File: src/rtl/pic_pkg.sv
// Shared types and constants for the PIC interrupt-acknowledge path.
package pic_pkg;

    typedef enum logic [2:0] {
        IDLE = 3'd0,
        ACK1 = 3'd1,
        GAP  = 3'd2,
        ACK2 = 3'd3,
        DONE = 3'd4
    } ack_state_t;

    localparam logic INTA_ACTIVE = 1'b0;
    localparam logic INTA_IDLE   = 1'b1;

    localparam int unsigned DEFAULT_PULSE_CYCLES = 2;
    localparam int unsigned DEFAULT_GAP_CYCLES   = 2;

    // Width of a down-counter able to hold the larger of the two phase lengths.
    function automatic int unsigned cnt_width(input int unsigned pulse, input int unsigned gap);
        return $clog2(((pulse > gap) ? pulse : gap) + 1);
    endfunction

endpackage

File: src/rtl/sync_2ff.sv
// Two-flop synchronizer for a single asynchronous input bit.
module sync_2ff (
    input  logic clk_i,
    input  logic rst_i,
    input  logic d_i,
    output logic q_o
);

    logic meta_q;
    logic sync_q;

    always_ff @(posedge clk_i or posedge rst_i) begin
        if (rst_i) begin
            meta_q <= 1'b0;
            sync_q <= 1'b0;
        end else begin
            meta_q <= d_i;
            sync_q <= meta_q;
        end
    end

    assign q_o = sync_q;

endmodule

File: src/rtl/int_ack_sequencer.sv
// CPU-side INTA initiator: issues the two acknowledge pulses to the PIC, captures
// the vector during the second pulse and hands it to the core over valid/ready.
module int_ack_sequencer
    import pic_pkg::*;
#(
    parameter int unsigned PULSE_CYCLES = DEFAULT_PULSE_CYCLES,
    parameter int unsigned GAP_CYCLES   = DEFAULT_GAP_CYCLES
) (
    input  logic       clk,
    input  logic       reset,
    input  logic       INT,
    input  logic       int_enable,
    input  logic [7:0] data_bus_in,
    output logic       int_ack,
    output logic       lock,
    output logic       busy,
    output logic [7:0] vector,
    output logic       vector_valid,
    input  logic       vector_ready,
    output logic       spurious
);

    localparam int unsigned CntW = cnt_width(PULSE_CYCLES, GAP_CYCLES);
    localparam logic [CntW-1:0] PulseLoad = CntW'(PULSE_CYCLES - 1);
    localparam logic [CntW-1:0] GapLoad   = CntW'(GAP_CYCLES - 1);

    ack_state_t      state_q, state_d;
    logic [CntW-1:0] cnt_q, cnt_d;
    logic            int_s;
    logic            cnt_zero;
    logic            spurious_n_q;
    logic            spurious_q;
    logic [7:0]      vector_q;

    sync_2ff u_int_sync (
        .clk_i (clk),
        .rst_i (reset),
        .d_i   (INT),
        .q_o   (int_s)
    );

    assign cnt_zero = (cnt_q == '0);

    always_ff @(posedge clk or posedge reset) begin
        if (reset) begin
            state_q <= IDLE;
            cnt_q   <= '0;
        end else begin
            state_q <= state_d;
            cnt_q   <= cnt_d;
        end
    end

    // Once ACK1 is entered the pulse pair always completes; INT and int_enable
    // are only looked at in IDLE (INT again at the end of GAP for spurious).
    always_comb begin
        state_d = state_q;
        cnt_d   = cnt_q;
        unique case (state_q)
            IDLE: begin
                if (int_s && int_enable) begin
                    state_d = ACK1;
                    cnt_d   = PulseLoad;
                end
            end
            ACK1: begin
                if (cnt_zero) begin
                    state_d = GAP;
                    cnt_d   = GapLoad;
                end else begin
                    cnt_d = cnt_q - 1'b1;
                end
            end
            GAP: begin
                if (cnt_zero) begin
                    state_d = ACK2;
                    cnt_d   = PulseLoad;
                end else begin
                    cnt_d = cnt_q - 1'b1;
                end
            end
            ACK2: begin
                if (cnt_zero) begin
                    state_d = DONE;
                    cnt_d   = '0;
                end else begin
                    cnt_d = cnt_q - 1'b1;
                end
            end
            DONE: begin
                if (vector_ready) begin
                    state_d = IDLE;
                end
            end
            default: begin
                state_d = IDLE;
                cnt_d   = '0;
            end
        endcase
    end

    always_ff @(posedge clk or posedge reset) begin
        if (reset) begin
            spurious_n_q <= 1'b0;
            spurious_q   <= 1'b0;
            vector_q     <= 8'h00;
        end else begin
            if (state_q == GAP && cnt_zero) begin
                spurious_n_q <= int_s;
            end
            if (state_q == ACK2 && cnt_zero) begin
                vector_q   <= data_bus_in;
                spurious_q <= ~spurious_n_q;
            end
        end
    end

    always_comb begin
        int_ack      = INTA_IDLE;
        lock         = 1'b0;
        busy         = 1'b1;
        vector_valid = 1'b0;
        unique case (state_q)
            IDLE: busy = 1'b0;
            ACK1: begin
                int_ack = INTA_ACTIVE;
                lock    = 1'b1;
            end
            GAP: lock = 1'b1;
            ACK2: begin
                int_ack = INTA_ACTIVE;
                lock    = 1'b1;
            end
            DONE: vector_valid = 1'b1;
            default: busy = 1'b1;
        endcase
    end

    assign vector   = vector_q;
    assign spurious = spurious_q;

endmodule

File: config.mk
export PLATFORM = sky130hd
export DESIGN_NAME = int_ack_sequencer
export DESIGN_NICKNAME = d
export VERILOG_FILES = /design/src/rtl/pic_pkg.sv /design/src/rtl/sync_2ff.sv /design/src/rtl/int_ack_sequencer.sv
export SDC_FILE = /design/constraint.sdc
export NUM_CORES = 1
export LEC_CHECK = 0
export BUFFER_PORTS_ARGS = -buffer_cell sky130_fd_sc_hd__buf_4
export CAP_MARGIN = 10
export CORE_MARGIN = 3
export CORE_UTILIZATION = 50
export DETAILED_ROUTE_END_ITERATION = 12
export PLACE_DENSITY = 0.8
export SETUP_SLACK_MARGIN = 0.2
export SYNTH_ARGS = -nofsm -noshare
export SYNTH_HDL_FRONTEND = slang
export SYNTH_SLANG_ARGS = --single-unit
File: constraint.sdc
create_clock -name clk -period 3.4 [get_ports clk]
set_input_delay 0.68 -clock clk [delete_from_list [all_inputs] [get_ports clk]]
set_output_delay 0.68 -clock clk [all_outputs]
set_load 0.005 [all_outputs]
-- After elaboration in Yosys (flattened, before gate mapping)
Cells that the tools add are included.
- flip-flop bits (word level): 17
- input port bits: 13
- output and inout bits: 13
- add/sub/neg operators: 1
- eq/ne operators: 9
- mux-type cells: 14
- bitwise gates (word level): 2
- reduce and logical (&&, ||, !) cells: 10
- operators with widths (operator ; count):
    3-bit two-way mux ; 5
    3-bit case mux with 5 select lines ; 1
    2-bit != test (second input constant) ; 5
    2-bit case mux with 4 select lines ; 1
    3-bit by 2-bit == test with 1-bit output (second input constant) ; 2
    2-bit two-way mux ; 3
    5-bit AND reduction ; 1
    1-bit two-way mux ; 4
    2-bit OR reduction ; 2
    3-bit by 1-bit == test with 1-bit output (second input constant) ; 1
    3-bit == test (second input constant) ; 1
    1-bit logical AND ; 3
    3-bit zero test ; 1
    3-bit OR reduction ; 1
    2-bit zero test ; 1
    1-bit inverter ; 2
    2-bit AND reduction ; 1
    2-bit by 1-bit subtractor with 2-bit output (second input constant) ; 1

-- Depth between registers and ports, before layout
Gate-level depths: netlist of run 1.
- depth after elaboration: 3
- mapped depth: 5

-- Hierarchy
A second synthesis of run 1 with hierarchy kept.
- cell total of the unflattened synthesis: 59
- area total of the unflattened synthesis: 774.5 um^2
- by module, submodules not included (module ; instances ; cells an instance ; area each (um^2)):
    int_ack_sequencer ; 1 ; 56 ; 720.7
    sync_2ff ; 1 ; 3 ; 53.8

-- Worst setup path after synthesis of run 1
OpenSTA, ideal clock, no wires.
- path kind: reg2out
- start: register state_q[1]
- end: output port busy
- arrival time: 0.960 ns
- path slack: 1.760 ns
- stages on the path, launching flop included: 3
- buffers on the path: 1
- path through: dfrtp_1 -> buf_4 -> or3_2
- longest elaborated chain between the ends: 2
- ends and longest elaborated chain (element ; RTL line ; RTL):
    start: declaration ; int_ack_sequencer.sv:27 ; ack_state_t state_q, state_d;
    start signal: assignment ; int_ack_sequencer.sv:49 ; state_q <= state_d;
    3-bit zero test ; int_ack_sequencer.sv:123 ; unique case (state_q)
    1-bit two-way mux ; int_ack_sequencer.sv:123 ;
    end: declaration ; int_ack_sequencer.sv:16 ; output logic busy,
No other way between the ends.

-- Worst setup path after layout of run 1
Ends and elaborated chain as after synthesis.

==> results of run 1 <==
## metal layers
layer	routed length, um	vias to the layer above	global-route usage
met3	100	0	0.03659
met4	0	0	0.05422
li1	-	249	-
met5	0	-	0
met2	661	20	0.2235
met1	538	243	0.2171
## sequential cells by signal, summed over array words and instances, names as in the netlist
name / flops
cnt_q: 2
spurious: 1
spurious_n_q: 1
state_q: 3
u_int_sync.meta_q: 1
u_int_sync.q_o: 1
vector: 8
## logic make-up after synthesis
kind of cell    count (synthesis)  synth area share
buf+inv                         6           0.05024
simple gates                   15            0.1005
flops                          17            0.5695
xor+xnor                        1           0.01173
compound gates                  9           0.07873
mux                            10            0.1893
## stage by stage
step | cell area (um2) | utilization | instances | setup slack (ns)
3_5_place_dp | 927.1 | 0.6867 | 95 | 1.605
4_1_cts | 953.4 | 0.7062 | 99 | 1.335
5_1_grt | 953.4 | 0.7062 | 99 | 1.285
3_3_place_gp | 927.1 | 0.6867 | 95 | 1.632
2_1_floorplan | 747.0 | - | 58 | 1.760
6_report | 953.4 | 0.7062 | 99 | 1.338
## final cells by class
class / count / share of cell area
Timing Repair Buffer: 25 / 0.1969
Clock buffer: 4 / 0.02756
Multi-Input combinational cell: 35 / 0.2979
Sequential cell: 17 / 0.4462
Tap cell: 15 / 0.01969
Inverter: 3 / 0.01181
## cells in the mapped netlist, drive strengths merged
master | number | area, um2
a211o | 1 | 8.760
a21boi | 1 | 7.510
a21o | 1 | 7.510
a21oi | 2 | 10.01
buf | 3 | 26.27
dfrtp | 17 | 425.4
inv | 3 | 11.26
mux2 | 9 | 131.4
mux2i | 1 | 10.01
nand2 | 6 | 22.52
nor2 | 3 | 11.26
nor3 | 1 | 5.000
nor3b | 1 | 7.510
nor4 | 1 | 6.260
o21ai | 3 | 15.01
o21ba | 1 | 10.01
or2b | 1 | 7.510
or3 | 1 | 7.510
or4 | 1 | 7.510
xnor2 | 1 | 8.760
## how the worst max path moves through the flow
stage | startpoint | endpoint | slack [ns] | cells after the start
5_1_grt | state_q[1] | busy | 1.29 | 2
6_report | state_q[1] | busy | 1.34 | 2
2_1_floorplan | state_q[1] | busy | 1.76 | 2
3_5_place_dp | cnt_q[0] | vector[7] | 1.61 | 2
3_3_place_gp | cnt_q[0] | vector[6] | 1.63 | 2
4_1_cts | state_q[1] | busy | 1.34 | 2
## layout by cell type (no fill, tap or decap)
| cell | count |
|---|---|
| nor4_1 | 1 |
| clkbuf_1 | 1 |
| clkbuf_4 | 3 |
| a21oi_1 | 2 |
| o21ai_0 | 3 |
| or2b_1 | 1 |
| mux2_2 | 1 |
| a21o_1 | 1 |
| nor3_1 | 1 |
| or4_1 | 1 |
| or3_2 | 1 |
| a21boi_0 | 1 |
| nor3b_1 | 1 |
| dfrtp_1 | 17 |
| o21ba_2 | 1 |
| a211o_1 | 1 |
| inv_1 | 3 |
| buf_4 | 25 |
| mux2i_1 | 1 |
| nor2_1 | 3 |
| xnor2_1 | 1 |
| nand2_1 | 6 |
| mux2_4 | 8 |
## worst max-delay path, stage by stage (launching register included)
cell     delay (ns)
dfrtp_1        0.47
or3_2          0.49
buf_4          0.14
## power groups by stage
stage	clock [W]	combinational (W)	sequential, W
after floorplan	0	0.000285	0.000347
after global placement	0	0.000404	0.000371
after detailed placement	0	0.000416	0.000376
after CTS	0.000107	0.000418	0.000371
after global routing	0.000118	0.000452	0.000387
final	0.000104	0.000411	0.000371
==> flow_summary.ini, run 1 <==
[drt]
ant_nets = 0
viasPerCell = 5.172
drc = 0
drt-pass1-iter-count = 4
num_vias = 512
wire_per_inst_um = 13.14
wl_um = 1301
drt-initial-drc-count = 11

[timing]
fin_hold_ws_ns = 0.3552
post-route-min-period_ns = 2.062
slew_violations = 0
finalHoldViolCount = 0
max_clock_freq_mhz = 484.9
tightest_slew_ns = 0.5965
slew-limit-headroom = 0.6019
fin_crit_sh = 0.6066
fin_worst_skew_ns = 0.001019
rsz0062_at_grt = no
tns_ns = 0
finalSetupViolCount = 0

[floorplan]
die_x_um = 44.65
die_h_um = 44.65
core_um2 = 1350
start_util = 0.5533
io_pins = 26
std_cell_rows = 13
dieArea_um2 = 1994

[layout]
final-seq-area_um2 = 425.4
syn_to_final_growth_pct = 27.64
drive_gt1_frac = 0.4643
fill_cells = 99
multi_input_area_um2 = 284.0
nets = 98
n_antenna_cell = 0

[global_routing]
grt.total_usage = 0.1522
first_global_vias = 485
grt_overflow = 0
grt_pass1_wl_um = 2152
antenna_found_initial = 0
grt_max_degree = 18

[yosys]
yosys_warnings = 0
synth_cell_types = 22
netlist_instances = 58
syn_area_um2 = 747.0
yosysSeqAreaShare = 0.5695
synth_area_per_cell_um2 = 12.88
synth_nets = 71
ys_seq_elements = 17

[hold_path]
worstHoldEndpoint = u_int_sync.q_o
whs_path_depth = 0
holdCritPathClass = flop to flop
worstHoldStart = u_int_sync.meta_q

[pwr]
combPwrFrac = 0.463
p_leak_nw = 0.5012
power_switching_share = 0.3141
switchingPower_w = 0.0002785
p_clk_frac = 0.118
power.total_w = 0.0008865
seq_power_share = 0.419
ir_drop_mv = 0.5192
p_int_w = 0.0006080
p_per_area_nw_per_um2 = 929.8

[worst_setup_path]
arrival_ns = 1.38
crit_path_start_kind = flop
critPathRequiredTime_ns = 2.72
rrSetupSlack_ns = 1.61
path_class = flop to output pin
crit_path_end_kind = output pin
cp_max_fo = 8
r2r-start = cnt_q[0]
rr_worst_depth = 2
r2r_end = vector[7]

[clocking]
clock_sinks = 17
cts_tree = built
cts_root_buf = clkbuf_4
postCtsSetupRepairBufs = 0
cts_inserted_buffers = 3
cts_max_level = 1
clk-insertion-delay-late_ns = 0.28
cts_resized = 0
cts-hold-fix-buffers = 0
cts.reportedPaths.clkPinSlew_ns = 0.09
cts_buffer_depth = 2

[placed_design]
place_congestion = 0.7927
io_buffer_count = 25
dp_hpwl_um = 1018

[run_status]
status = complete, no violations

[job]
cap_violations = 0
Note: power is estimated with default switching activity, not from simulation.
==> run 2, diff against run 1 <==
- CORE_UTILIZATION: 50 -> 47
- PLACE_DENSITY: 0.8 -> 0.76
- clock period: 3.4 -> 1.9 ns (I/O delays scaled with it)
==> run 2 against run 1 <==
- die area grew 5.5%
- routed wire length grew 16%
- total power is 99% higher
- critical endpoint is now int_ack
- largest cell class unchanged
==> flow_summary.ini, run 2 (synthesis results as in run 1) <==
[worst_setup_path]
rrSetupSlack_ns = 0.28
cp_max_fo = 8
path_class = flop to output pin
rr_worst_depth = 5
cpMostUsedCell = buf_6
r2r-start = state_q[1]
slowest_stage = dfrtp_1
arrival_ns = 1.26
crit_path_start_kind = flop
critPathRequiredTime_ns = 1.52
crit_path_end_kind = output pin
r2r_end = vector[7]
crit_chain = buf_6, buf_6, or2b_1, buf_4
worst_path_largest_cell_delay_ns = 0.40

[floorplan]
start_util = 0.5340
core_um2 = 1399
std_cell_rows = 13
die_h_um = 45.87
die_x_um = 45.87
io_pins = 26
dieArea_um2 = 2104

[global_routing]
first_global_vias = 554
gr-usage-met2 = 0.2885
grt_overflow = 0
grt_use_met3 = 0.03953
top_usage_layer = met2
grt.total_usage = 0.1649
grt_pass1_wl_um = 2442
met1_usage = 0.1960
grt_max_degree = 18
antenna_found_initial = 0

[hold_path]
holdCritPathClass = input pin to asynchronous set/reset pin

[drt]
wl_um = 1512
drc = 0
drt-initial-drc-count = 11
viasPerCell = 5.255
num_vias = 557
drt-pass1-iter-count = 3
wire_per_inst_um = 14.26
ant_nets = 0

[timing]
fin_crit_sh = 0.8618
post-route-min-period_ns = 1.637
tightest_slew_ns = 0.6252
finalSetupViolCount = 0
fin_hold_ws_ns = 0.1804
finalHoldViolCount = 0
rsz0062_at_grt = no
fin_ws_ns = 0.2626
slew-limit-headroom = 0.5827
slew_violations = 0
tns_ns = 0
max_clock_freq_mhz = 610.7
fin_worst_skew_ns = 0.005339

[layout]
n_antenna_cell = 0
final-seq-area_um2 = 427.9
final_cell_mix = buf_4 (28), dfrtp_1 (15), mux2_4 (8), nand2_1 (6), buf_6 (4)
largest_reg_flops = 8
final_common_cell = buf_4
fill_cells = 99
syn_to_final_growth_pct = 37.86
fin_cells = 106
nets = 105
multi_input_area_um2 = 290.3
drive_gt1_frac = 0.5385
finish.utilization = 0.7361

[placed_design]
io_buffer_count = 25
dp.cells = 97
dp_hpwl_um = 1065
place_congestion = 0.8038
pre_cts_ws_ns = 0.2997

[clocking]
cts_buffer_depth = 2
cts_tree = built
clk-insertion-delay-late_ns = 0.28
cts_inserted_buffers = 3
cts.reportedPaths.clkPinSlew_ns = 0.10
cts_max_level = 1
cts_root_buf = clkbuf_4
clock_sinks = 17

[pwr]
p_per_area_nw_per_um2 = 1709
switchingPower_w = 0.0005483
p_clk_frac = 0.105
power_switching_share = 0.3116
ir_drop_mv = 0.8997
p_int_w = 0.001211
seq_power_share = 0.366
combPwrFrac = 0.529
p_leak_nw = 0.5390

[job]
cap_violations = 0

[run_status]
status = complete, no violations
## run 2: final cells by class
| class | instances | area share |
|---|---|---|
| clock buffer | 4 | 0.02552 |
| inverter | 3 | 0.01094 |
| multi-input combinational | 35 | 0.2819 |
| sequential | 17 | 0.4156 |
| tap | 15 | 0.01823 |
| timing repair buffer | 32 | 0.2479 |
## run 2: routing by layer
metal | share of wire | wire length [um] | vias to the layer above
met5 | 0 | 0 | -
met4 | 0.0060 | 9 | 0
met3 | 0.054 | 81 | 2
met2 | 0.51 | 769 | 14
met1 | 0.43 | 651 | 276
li1 | - | - | 265
## run 2: worst max-delay path by stage
stage,start,end,slack (ns)
after detailed placement,cnt_q[0],vector[5],0.30
final,state_q[2],int_ack,0.26
after global routing,state_q[1],vector[0],0.21
after floorplan,state_q[2],vector[0],0.36
after CTS,state_q[2],int_ack,0.23
after global placement,cnt_q[0],vector[6],0.31
## run 2: power by group through the flow
stage | registers, W | logic (W) | clock network (W)
detailed placement | 0.000655 | 0.000789 | 0
global placement | 0.000647 | 0.000763 | 0
floorplan | 0.000621 | 0.000511 | 0
global route | 0.000668 | 0.00101 | 0.000206
finish | 0.000644 | 0.000931 | 0.000185
CTS | 0.000636 | 0.000915 | 0.000191
## run 2: what timing repair did
| action | in CTS | in global routing |
|---|---|---|
| gates resized for setup | 5 | 3 |
| hold buffers | 0 | 0 |
| buffers inserted | 5 | 0 |
| setup endpoints to repair | 1 | 10 |
## run 2: worst max-delay path: cells and delay by family (launching register included)
kind	cells	cell delay [ns]
AND/OR/NAND/NOR	1	0.21
buffers and inverters	3	0.37
flip-flops	1	0.40
## run 2: per-stage QoR
| step | total power [W] | instance area, um2 |
|---|---|---|
| CTS | 0.001741 | 1020 |
| floorplan | 0.001132 | 747.0 |
| detailed placement | 0.001445 | 942.2 |
| finish | 0.001760 | 1030 |
| global placement | 0.001410 | 942.2 |
| global route | 0.001880 | 1030 |
==> run 3, diff against run 2 <==
--- a/config.mk
+++ b/config.mk
@@ -10,5 +10,5 @@
 export CORE_MARGIN = 3
-export CORE_UTILIZATION = 47
+export CORE_UTILIZATION = 40
 export DETAILED_ROUTE_END_ITERATION = 12
-export PLACE_DENSITY = 0.76
+export PLACE_DENSITY = 0.66
 export SETUP_SLACK_MARGIN = 0.2
==> constraint.sdc (replaced) <==
create_clock -name clk -period 1.9 [get_ports clk]
set_input_delay 0.285 -clock clk [delete_from_list [all_inputs] [get_ports clk]]
set_output_delay 0.285 -clock clk [all_outputs]
set_load 0.005 [all_outputs]
==> run 3 against run 2 <==
- utilization shrank 11 points
- critical path depth shrank 1
- design area shrank 1.5%
- final cell count grew 6.6%
- sequential share of layout area grew 0.37 points
- total power shrank 4.2%
- non-clock buffer count shrank 2
- clock skew shrank 0.00083 ns
- sequential power shrank 4.7%
- setup slack gained 0.035 ns
- largest cell class unchanged
==> flow_summary.ini, run 3 (synthesis results as in run 1) <==
[drt]
wire_per_inst_um = 11.64
num_vias = 528
wl_um = 1315
ant_nets = 0
drt-pass1-iter-count = 3
drc = 0
drt-initial-drc-count = 2
viasPerCell = 4.673

[placed_design]
dp_hpwl_um = 994.7
dp.cells = 108
place_congestion = 0.7177
io_buffer_count = 25

[timing]
max_clock_freq_mhz = 624.0
finalSetupViolCount = 0
fin_worst_skew_ns = 0.004513
fin_hold_ws_ns = 0.06311
tns_ns = 0
post-route-min-period_ns = 1.602
tightest_slew_ns = 0.6119
finalHoldViolCount = 0
slew_violations = 0
fin_crit_sh = 0.8434
rsz0062_at_grt = no
slew-limit-headroom = 0.5916

[pwr]
p_per_area_nw_per_um2 = 1661
ir_drop_mv = 0.7578
p_clk_frac = 0.114
combPwrFrac = 0.522
seq_power_share = 0.364
power.total_w = 0.001686
p_int_w = 0.001167
power_switching_share = 0.3075
switchingPower_w = 0.0005184
p_leak_nw = 0.5315

[layout]
finish.utilization = 0.6229
drive_gt1_frac = 0.5056
syn_to_final_growth_pct = 35.85
nets = 103
n_antenna_cell = 0
final_common_cell = buf_4
largest_reg_flops = 8
final_cell_mix = buf_4 (28), dfrtp_1 (17), mux2_4 (8), nand2_1 (6)
fin_cells = 113

[global_routing]
met1_usage = 0.1628
first_global_vias = 535
grt_pass1_wl_um = 2332
grt_use_met3 = 0.03058
grt_max_degree = 18
top_usage_layer = met2
grt_overflow = 0
grt.total_usage = 0.1256
gr-usage-met2 = 0.1964
antenna_found_initial = 0

[worst_setup_path]
critPathRequiredTime_ns = 2.08
worst_path_largest_cell_delay_ns = 0.53
slowest_stage = or4_1
crit_chain = or4_1, buf_4, mux2_4
r2r_end = vector[7]
rrSetupSlack_ns = 0.30
crit_path_end_kind = flop
arrival_ns = 1.78
crit_path_start_kind = flop
path_class = flop to flop
cp_max_fo = 10
rr_worst_depth = 3
r2r-start = cnt_q[0]

[clocking]
cts_max_level = 1
cts_tree = built
clock_sinks = 17
cts.reportedPaths.clkPinSlew_ns = 0.10
cts_inserted_buffers = 3
cts_buffer_depth = 2
clk-insertion-delay-late_ns = 0.28
cts_root_buf = clkbuf_4

[run_status]
status = complete, no violations

[floorplan]
start_util = 0.4585
dieArea_um2 = 2422
core_um2 = 1629
die_h_um = 49.22
die_x_um = 49.22
std_cell_rows = 14
io_pins = 26

[hold_path]
holdCritPathClass = input pin to asynchronous set/reset pin

[job]
cap_violations = 0
## run 3: changes by cell type in the layout (fill, tap and decap cells not counted)
cell / previous run / this run
dfrtp_1: 15 / 17
nor2_2: 1 / 0
dfrtp_2: 2 / 0
clkbuf_1: 1 / 0
nor2_1: 2 / 3
buf_6: 4 / 2
clkinv_2: 0 / 1
## run 3: power groups by stage
stage                     logic [W]  registers (W)  clock network, W
after floorplan            0.000511       0.000621                 0
after global placement     0.000832       0.000616                 0
after detailed placement   0.000850       0.000618                 0
after CTS                  0.000894       0.000615          0.000200
after global routing       0.000961       0.000636          0.000225
final                      0.000880       0.000614          0.000191
## run 3: what timing repair did
action	in CTS	in global routing
buffers inserted	1	0
hold buffers	0	0
gates resized for setup	3	0
endpoints found under the setup margin	1	0
## run 3: routing by layer
layer | share of wire | wire length [um]
met4 | 0 | 0
met2 | 0.51 | 665
met1 | 0.45 | 593
met5 | 0 | 0
met3 | 0.043 | 56
## run 3: layout make-up
class | count | area, um2
clock buffers | 3 | 22.52
flip-flops and latches | 17 | 425.4
fillers | 140 | 614.3
multi-input cells | 35 | 287.8
clock inverters | 1 | 5.005
well taps | 24 | 30.03
inverters | 3 | 11.26
repair buffers | 30 | 232.7
## run 3: worst max-delay path by stage
| stage | start | endpoint | slack (ns) | cells after the start |
|---|---|---|---|---|
| finish | cnt_q[0] | vector[7] | 0.30 | 3 |
| CTS | cnt_q[0] | vector[7] | 0.30 | 3 |
| floorplan | state_q[2] | vector[0] | 0.36 | 4 |
| global placement | cnt_q[0] | vector[1] | 0.33 | 3 |
| global route | state_q[0] | vector_valid | 0.23 | 5 |
| detailed placement | cnt_q[0] | vector[3] | 0.31 | 3 |
## run 3: worst max-delay path: cells and delay by family (launching register included)
kind,cells,cell delay (ns)
AND/OR/NAND/NOR,1,0.53
flip-flops,1,0.45
multiplexers,1,0.30
buffers and inverters,1,0.21
## run 3: metrics by stage
stage	worst slack (ns)	area (um2)
after floorplan	0.3610	747.0
after global placement	0.3299	968.4
after detailed placement	0.3066	968.4
after CTS	0.2968	1015
after global routing	0.2293	1015
final	0.2975	1015
